==> config.mk <==
export PLATFORM = sky130hd
export DESIGN_NAME = m_of_n_scan_decoder
export DESIGN_NICKNAME = d
export VERILOG_FILES = /design/src/rtl/m_of_n_pkg.sv /design/src/rtl/m_of_n_scan_decoder_debouncer.sv /design/src/rtl/m_of_n_scan_decoder.sv
export SDC_FILE = /design/constraint.sdc
export NUM_CORES = 1
export LEC_CHECK = 0
export BUFFER_PORTS_ARGS = -buffer_cell sky130_fd_sc_hd__buf_4
export CAP_MARGIN = 0
export CORE_UTILIZATION = 35
export CTS_CLUSTER_DIAMETER = 200
export DETAILED_ROUTE_END_ITERATION = 16
export GPL_TIMING_DRIVEN = 1
export SETUP_SLACK_MARGIN = 0.05
export SLEW_MARGIN = 20
export SYNTH_ARGS = -nofsm -noshare
export SYNTH_HDL_FRONTEND = slang
export SYNTH_SLANG_ARGS = --single-unit
==> constraint.sdc <==
create_clock -name clk -period 3.6 [get_ports clk]
set_clock_uncertainty 0.1 [all_clocks]
set_input_delay 0.72 -clock clk [delete_from_list [all_inputs] [get_ports clk]]
set_output_delay 0.72 -clock clk [all_outputs]
set_load 0.02 [all_outputs]
==> src/rtl/m_of_n_pkg.sv <==
// Shared types, 7-seg font and combinatorial helpers for the M-of-N scan decoder.
// The helpers fold to constants / plain muxes once N and M are fixed.
package m_of_n_pkg;

  typedef struct packed {
    logic       vld;
    logic [3:0] rank;
  } hist_entry_t;

  localparam logic [6:0] SEG_BLANK = 7'h00;
  localparam logic [6:0] SEG_DASH  = 7'b1000000;

  // {G,F,E,D,C,B,A} hex font
  localparam logic [6:0] SEG_FONT [0:15] = '{
    7'h3F, 7'h06, 7'h5B, 7'h4F, 7'h66, 7'h6D, 7'h7D, 7'h07,
    7'h7F, 7'h6F, 7'h77, 7'h7C, 7'h39, 7'h5E, 7'h79, 7'h71
  };

  function automatic int binom(input int n, input int k);
    int r;
    if (k < 0 || k > n) return 0;
    r = 1;
    for (int i = 1; i <= k; i++) r = r * (n - k + i) / i;
    return r;
  endfunction

  // Colex rank: the i-th set bit (ascending) at position p contributes C(p,i).
  // binom() only ever sees loop constants, so no arithmetic survives synthesis.
  function automatic int colex_rank(input logic [31:0] code, input int n, input int m);
    int r;
    int ones;
    r    = 0;
    ones = 0;
    for (int p = 0; p < n; p++) begin
      if (code[p[4:0]]) begin
        ones++;
        for (int j = 1; j <= m; j++)
          if (ones == j) r += binom(p, j);
      end
    end
    return r;
  endfunction

endpackage

==> src/rtl/m_of_n_scan_decoder_debouncer.sv <==
// Two-flop synchroniser plus stability counter; commits a code that has been
// stable DEB_CYC cycles and differs from the last committed one.
module code_debouncer #(
  parameter int W       = 5,
  parameter int DEB_CYC = 16
) (
  input  logic         clk,
  input  logic         rst_n,
  input  logic [W-1:0] din,
  output logic [W-1:0] code,
  output logic         commit
);

  localparam int CW = $clog2(DEB_CYC + 1);

  logic [W-1:0]  sync1, sync2;
  logic [CW-1:0] cnt;
  logic          stable;

  assign stable = (cnt == CW'(DEB_CYC));

  // cnt = cycles sync2 has held its present value (saturating)
  always_ff @(posedge clk or negedge rst_n) begin
    if (!rst_n) begin
      sync1  <= '0;
      sync2  <= '0;
      cnt    <= '0;
      code   <= '0;
      commit <= 1'b0;
    end else begin
      sync1  <= din;
      sync2  <= sync1;
      if (sync1 != sync2)  cnt <= CW'(1);
      else if (!stable)    cnt <= cnt + CW'(1);
      commit <= 1'b0;
      if (stable && (sync2 != code)) begin
        code   <= sync2;
        commit <= 1'b1;
      end
    end
  end

endmodule

==> src/rtl/m_of_n_scan_decoder.sv <==
// M-of-N switch code validator: debounce, validate, colex-decode, digit history
// and a time-multiplexed 7-seg scan with an error dash override.
module m_of_n_scan_decoder
  import m_of_n_pkg::*;
#(
  parameter int N        = 5,
  parameter int M        = 2,
  parameter int DIGITS   = 3,
  parameter int DEB_CYC  = 16,
  parameter int SCAN_DIV = 1000
) (
  input  logic              clk,
  input  logic              rst_n,
  input  logic [N-1:0]      code_in,
  input  logic              clr,
  output logic [6:0]        seg,
  output logic [DIGITS-1:0] dig_sel,
  output logic [N-1:0]      col,
  output logic              valid,
  output logic              err,
  output logic [7:0]        err_cnt,
  output logic              commit
);

  if (binom(N, M) > 16) begin : g_bad_code_space
    $error("m_of_n_scan_decoder: C(N,M) exceeds 16 digit values");
  end
  if (DIGITS < 1 || DEB_CYC < 2 || SCAN_DIV < 1) begin : g_bad_params
    $error("m_of_n_scan_decoder: DIGITS>=1, DEB_CYC>=2, SCAN_DIV>=1 required");
  end

  localparam int PW = (SCAN_DIV > 1) ? $clog2(SCAN_DIV) : 1;

  logic [N-1:0] code;
  logic [3:0]   rank;

  code_debouncer #(.W(N), .DEB_CYC(DEB_CYC)) u_deb (
    .clk    (clk),
    .rst_n  (rst_n),
    .din    (code_in),
    .code   (code),
    .commit (commit)
  );

  // code and commit are both registers, so valid/col change in the commit cycle
  assign valid = ($countones(code) == M);
  assign col   = code & {N{valid}};
  assign rank  = 4'(colex_rank(32'(code), N, M));

  hist_entry_t [DIGITS-1:0] hist;

  always_ff @(posedge clk or negedge rst_n) begin
    if (!rst_n) begin
      hist    <= '0;
      err     <= 1'b0;
      err_cnt <= '0;
    end else if (clr) begin
      hist    <= '0;
      err     <= 1'b0;
      err_cnt <= '0;
    end else if (commit) begin
      if (valid) begin
        for (int k = DIGITS - 1; k > 0; k--) hist[k] <= hist[k-1];
        hist[0] <= '{vld: 1'b1, rank: rank};
      end else begin
        err <= 1'b1;
        if (err_cnt != 8'hFF) err_cnt <= err_cnt + 8'd1;
      end
    end
  end

  // Scan: prescaler wrap advances the one-hot digit; seg is built from the
  // next dig_sel so both registers land on the same edge.
  logic [PW-1:0]     pre;
  logic              wrap;
  logic [DIGITS-1:0] dig_rot, dig_nxt;
  logic [6:0]        seg_nxt;

  assign wrap = (pre == PW'(SCAN_DIV - 1));

  always_comb begin
    dig_rot = '0;
    for (int k = 0; k < DIGITS; k++) dig_rot[(k + 1) % DIGITS] = dig_sel[k];
    dig_nxt = wrap ? dig_rot : dig_sel;
    seg_nxt = SEG_BLANK;
    for (int k = 0; k < DIGITS; k++)
      if (dig_nxt[k] && hist[k].vld) seg_nxt = SEG_FONT[hist[k].rank];
    if (err) seg_nxt = SEG_DASH;
  end

  always_ff @(posedge clk or negedge rst_n) begin
    if (!rst_n) begin
      pre     <= '0;
      dig_sel <= DIGITS'(1);
      seg     <= SEG_BLANK;
    end else begin
      pre     <= wrap ? '0 : pre + PW'(1);
      dig_sel <= dig_nxt;
      seg     <= seg_nxt;
    end
  end

endmodule

# Word-level counts from Yosys, hierarchy flattened
# Memory sizes are Yosys's and may differ from the RTL's.
# Cells that the tools add are included.
[word_totals]
register_bits = 65
mem_bits_ro = 336
inputBits = 8
out_inout_bits = 26
elab_cells = 117
mem_count = 3
[memory_table]
columns = ["name", "depth", "width", "rd", "rd_clocked_by_memory_dff", "wr", "line", "rtl"]
rows = [
  ["(no name shown)", 16, 7, 1, 0, 0, "m_of_n_scan_decoder.sv:87", "if (dig_nxt[k] && hist[k].vld) seg_nxt = SEG_FONT[hist[k].rank];"],
  ["(no name shown)", 16, 7, 1, 0, 0, "m_of_n_scan_decoder.sv:87", ""],
  ["(no name shown)", 16, 7, 1, 0, 0, "m_of_n_scan_decoder.sv:87", ""],
]
[op_classes]
addsub = 18
n_lt_le_gt_ge = 3
n_eq_ne = 16
muxes = 47
bitwise_logic = 4
reduce_logical = 10
[ops]
columns = ["op", "n"]
rows = [
  ["32-bit by 2-bit adder with 32-bit output, second input constant", 4],
  ["32-bit by 2-bit equality test with 1-bit output, second input constant", 4],
  ["32-bit by 3-bit equality test with 1-bit output, second input constant", 4],
  ["32-bit two-way mux", 3],
  ["7-bit two-way mux", 10],
  ["4-bit two-way mux", 17],
  ["15-bit two-way mux", 3],
  ["8-bit two-way mux", 4],
  ["5-bit >= comparator, second input constant", 3],
  ["4-bit inverter with 5-bit output", 3],
  ["4-bit by 3-bit adder with 4-bit output, second input constant", 3],
  ["10-bit by 1-bit adder with 10-bit output, second input constant", 1],
  ["10-bit equality test, second input constant", 1],
  ["10-bit two-way mux", 1],
  ["5-bit two-way mux", 2],
  ["5-bit inequality test", 2],
  ["4-bit adder, second input constant", 2],
  ["8-bit by 1-bit adder with 8-bit output, second input constant", 1],
  ["8-bit inequality test, second input constant", 1],
  ["1-bit two-way mux", 6],
  ["2-bit nonzero test", 3],
  ["5-bit by 1-bit adder with 5-bit output, second input constant", 1],
  ["5-bit bitwise AND", 1],
  ["5-bit equality test, second input constant", 1],
  ["11 further kinds", 17],
]

# Longest topological paths before layout
[depth]
word_depth = 29
ltp_mapped = 18
depth_no_buf = 17

# Modules after synthesis
# From an unflattened synthesis, not the netlist that was laid out.
[unflattened]
hier_cells = 419
area_unflattened_um2 = 4102.7
[modules_own_cells]
columns = ["module", "n_inst", "cells_per_inst", "area_per_inst_um2"]
rows = [
  ["m_of_n_scan_decoder", 1, 361, 3270.6],
  ["code_debouncer", 1, 58, 832.0],
]

# Worst setup path after synthesis
# OpenSTA, ideal clock, no wires.
[synth_timing]
path_kind = "flip-flop to flip-flop"
from = "reg u_deb.code[0]"
to = "reg hist[3] (netlist name)"
setup_ns = 0.121
arrival_time_ns = 3.225
path_slack_ns = 0.154
path_stages_with_launch = 17
n_path_buf = 1
synth_period_minus_slack_ns = 3.446
cell_sequence = "dfrtp_1 > inv_1 > ha_1 > buf_4 > xor2_1 > ha_1 > nand2b_1 > mux2i_2 > and2_1 > o21ai_0 > a22oi_1 > xnor2_1 > ha_1 > nor2b_1 > o31ai_1 > xor2_1 > a22o_1"
[synth_via]
elab_chain_cells = 29
elab_cells_between_ends = 48
cone_classes = "add/sub (14); eq/ne (9); mux (23); reduce/logical (2)"
[synth_lines]
columns = ["element", "line", "rtl"]
rows = [
  ["from (decl)", "m_of_n_scan_decoder_debouncer.sv:10", "output logic [W-1:0] code,"],
  ["from (signal assigned)", "m_of_n_scan_decoder_debouncer.sv:37", "code <= sync2;"],
  ["1-bit two-way mux", "m_of_n_pkg.sv:35", "if (code[p[4:0]]) begin"],
  ["32-bit by 2-bit adder with 32-bit output", "m_of_n_pkg.sv:36", "ones++;"],
  ["32-bit by 2-bit equality test with 1-bit output", "m_of_n_pkg.sv:38", "if (ones == j) r += binom(p, j);"],
  ["1-bit two-way mux", "m_of_n_pkg.sv:38", ""],
  ["4-bit two-way mux", "m_of_n_pkg.sv:35", ""],
  ["4-bit adder", "m_of_n_pkg.sv:38", ""],
  ["4-bit two-way mux", "m_of_n_pkg.sv:38", ""],
  ["4-bit two-way mux", "m_of_n_pkg.sv:35", ""],
  ["[13 not listed]", "-", ""],
  ["4-bit two-way mux", "m_of_n_pkg.sv:38", ""],
  ["4-bit two-way mux", "m_of_n_pkg.sv:35", ""],
  ["4-bit adder", "m_of_n_pkg.sv:38", ""],
  ["4-bit two-way mux", "m_of_n_pkg.sv:38", ""],
  ["4-bit two-way mux", "m_of_n_pkg.sv:35", ""],
  ["15-bit two-way mux", "m_of_n_scan_decoder.sv:62", "if (valid) begin"],
  ["15-bit two-way mux", "m_of_n_scan_decoder.sv:61", "end else if (commit) begin"],
  ["15-bit two-way mux", "m_of_n_scan_decoder.sv:57", "end else if (clr) begin"],
  ["to (decl)", "m_of_n_scan_decoder.sv:50", "hist_entry_t [DIGITS-1:0] hist;"],
]
# Parallel ways exist; a longest one is shown, timed or not. The select of a mux whose other input is x is not followed.
# A chain may end at the register's enable or synchronous reset.

# Worst setup path after layout
[layout_timing]
from = "reg u_deb.code[0]"
to = "reg hist[2] (netlist name)"
# Same word-level chain as after synthesis.

==> flow_metrics.tcl <==
set metrics [dict create \
    status "completed" \
    cts_max_path_buffers 2 \
    cpPeakStageDelay_ns 0.39 \
    path_common_cell "ha_1" \
    timing.final.crit_share_pct 92.0 \
    root_buffer "clkbuf_16" \
    cts_hold_buffers 0 \
    final_common_cell "dfrtp_1" \
    synthSimpleGateAreaFrac_pct 16.9 \
    cts.sinks 65 \
    via_count 3238 \
    grt_pass1_wl_mm 14.7 \
    die_area_um2 12300 \
    routedWlPerCell_um 13.8 \
    fp.dieH_um 111 \
    combPwrFrac_pct 2.3 \
    async_reset_ff_share_pct 100 \
    grt_max_degree 66 \
    ys_types 68 \
    htreeDepth 3 \
    cp-end-kind "register" \
    ir_drop_mv 0.258 \
    synth_seq_area_share_pct 39.2 \
    core_region_area_um2 11500 \
    routed_via_density 5.27 \
    switching_share_pct 22.1 \
    cp.arrival_ns 3.45 \
    synth_fp_nets 468 \
    final_core_util_pct 42.6 \
    final_cell_mix "64 x dfrtp_1, 47 x buf_4, 41 x nor2_1, 30 x ha_1, 28 x nand2_1" \
    synth-main-ff-cell "dfrtp_1" \
    cp_top_family "compound AO/OA/AOI/OAI gates" \
    synth_top_family_by_area "compound AO/OA/AOI/OAI gates" \
    wl_mm 8.45 \
    synth-xor-area-share_pct 6.33 \
    timing.critical_path.buf_inv 2 \
    fin_nets 506 \
    min_period_ns 3.31 \
    drc 0 \
    hold_violations 0 \
    numCtsBuffers 9 \
    path_cells "inv_2 > ha_1 > xor2_1 > inv_1 > ha_1 > and2_1 > mux2_2 > o21ai_1 > nor2_1 > a31oi_1 > ha_1 > a211oi_1 > nor2_1 > o31ai_1" \
    synth-seq-cells 65 \
    design_area_um2 4880 \
    synthAdderAreaFrac_pct 10.0 \
    power.switching_w 0.000348 \
    grt.overflow.total 0 \
    post_dp_cell_area_um2 4590 \
    pwr-share-clk_pct 50.6 \
    fin_setup_tns_ns 0 \
    muxShareOfSynthArea_pct 4.46 \
    ios 34 \
    maxSlewViolCount 0 \
    port_buffers 33 \
    grt_use_total_pct 14.8 \
    rsz0062_at_grt "no" \
    finalPower_w 0.00158 \
    p_per_area_nw_per_um2 324 \
    drive_above_1_share_pct 18.5 \
    start_kind "register" \
    p_int_w 0.00123 \
    ant_nets 0 \
    seqPwrFrac_pct 47.1 \
    timing.final.setup_violations 0 \
    path_max_fanout 6 \
    synth.avg_cell_area_um2 9.70 \
    antenna_found_initial 0 \
    cp.required_ns 3.74 \
    worstHoldPathType "reg2reg" \
    clkTransAtPathRegs_ns 0.05 \
    diodes 0 \
    drt-initial-drc-count 106 \
    dpl.hpwl_mm 6.00 \
    yosysWarnings 0 \
    critical_path_class "reg2reg" \
    worstMarginPinSlew_ns 0.811 \
    fillers 1107 \
    die_w_um 111 \
    leakage_nw 2.13 \
    syn_to_final_growth_pct 17.5 \
    synth_edf_count 0 \
    netlist_area_um2 4150 \
    maxCapViolCount 0 \
    cts_tree "done" \
    gp_congestion 0.839 \
    start_util_pct 36.2 \
    synth_cells 428 \
    grt_pass1_vias 3082 \
    fmax_mhz 302 \
    synth_compound_area_share_pct 18.7 \
    maxSlewHeadroom_pct 45.9 \
    placementRows 39 \
    insertion_delay_ns 0.34 \
    critPathSlowestCell "dfrtp_1" \
    first_pass_iters 4 \
]
==> Yosys cell counts, types with 3 or more instances <==
| cell type | instances | area, um^2 |
|---|---|---|
| nand3b_1 | 3 | 22.5 |
| nand4_1 | 3 | 18.8 |
| nand2b_1 | 5 | 31.3 |
| xor2_1 | 17 | 149 |
| buf_2 | 4 | 20.0 |
| a21oi_1 | 18 | 90.1 |
| o21ai_0 | 22 | 110 |
| a31oi_1 | 5 | 31.3 |
| a22o_1 | 13 | 114 |
| or3_1 | 3 | 18.8 |
| a211oi_1 | 14 | 105 |
| nor4b_1 | 3 | 26.3 |
| inv_1 | 25 | 93.8 |
| nor2b_1 | 7 | 43.8 |
| mux2_2 | 3 | 33.8 |
| nor2_1 | 41 | 154 |
| o31a_1 | 3 | 26.3 |
| mux2i_1 | 10 | 100 |
| clkbuf_1 | 13 | 48.8 |
| ha_1 | 30 | 375 |
| a311oi_1 | 4 | 35.0 |
| nor3_1 | 5 | 25.0 |
| xnor2_1 | 13 | 114 |
| o31ai_1 | 4 | 30.0 |
| dfrtp_1 | 64 | 1600 |
| nand2_1 | 28 | 105 |
| nand3_1 | 14 | 70.1 |
==> sequential cells by signal, summed over array words and instances (netlist names) <==
register,flops
dig_sel,3
hist,15
u_deb.cnt,5
u_deb.code,5
u_deb.sync1,5
pre,10
seg,7
err_cnt,8
err,1
u_deb.sync2,5
u_deb.commit,1
==> routing by layer <==
layer | GRT usage, % | routed length, um
met1 | 19.6 | 3960
met4 | 5.96 | 163
met3 | 4.59 | 413
met5 | 0 | 0
met2 | 22.6 | 3910
==> power by group through the flow <==
| stage | Combinational [W] | Clock [W] | Sequential (W) |
|---|---|---|---|
| 3_5_place_dp | 0.0000377 | 0 | 0.000757 |
| 4_1_cts | 0.0000379 | 0.000828 | 0.000744 |
| 2_1_floorplan | 0.0000136 | 0 | 0.000755 |
| 5_1_grt | 0.0000423 | 0.000868 | 0.000744 |
| 3_3_place_gp | 0.0000370 | 0 | 0.000757 |
| 6_report | 0.0000360 | 0.000800 | 0.000744 |
==> kinds of logic (layout without fill, tap and decap cells) <==
family                     count (synthesis)  in the layout
AOI/OAI and AO/OA                        109            109
xor gates and xnor gates                  30             30
adders and majority gates                 32             32
buffers and inverters                     45             88
DFF                                       65             65
muxes                                     16             16
and+or+nand+nor                          131            131
==> final timing paths <==
path                                            from                   endpoint  slack [ns]  cells after the start
setup / recovery           u_deb.code[0]$_DFFE_PN0P_        hist[2]$_DFFE_PN0P_        0.29                     14
hold / removal              u_deb.sync1[2]$_DFF_PN0_   u_deb.sync2[2]$_DFF_PN0_        0.29                      0
setup reg to reg           u_deb.code[0]$_DFFE_PN0P_        hist[2]$_DFFE_PN0P_        0.29                     14
hold reg to reg             u_deb.sync1[2]$_DFF_PN0_   u_deb.sync2[2]$_DFF_PN0_        0.29                      0
max in group asynchronous                      rst_n  u_deb.code[2]$_DFFE_PN0P_        2.49                      1
min in group asynchronous                      rst_n           pre[6]$_DFF_PN0_        0.38                      1
==> area by class of cell <==
cell class	count	area [um^2]	share of cell area (%)
multi-input combinational	318	2350	48.2
sequential	65	1630	33.4
timing repair buffer	47	353	7.23
clock buffer	11	243	4.97
tap	143	179	3.67
inverter	25	93.8	1.92
clock inverter	5	31.3	0.641
==> per-stage QoR <==
stage | hold slack (ns) | setup WS (ns) | instances
floorplan | 0.272 | 0.154 | 428
global placement | 0.281 | 0.340 | 596
detailed placement | 0.284 | 0.188 | 596
CTS | 0.296 | 0.0767 | 612
global route | 0.304 | 0.0623 | 614
finish | 0.291 | 0.287 | 614
==> what timing repair did <==
item,4_1_cts,5_1_grt
resized for setup,0,3
setup buffers,0,2
endpoints found under the setup margin,0,8
No activity file was read; power rests on OpenSTA's default activity.
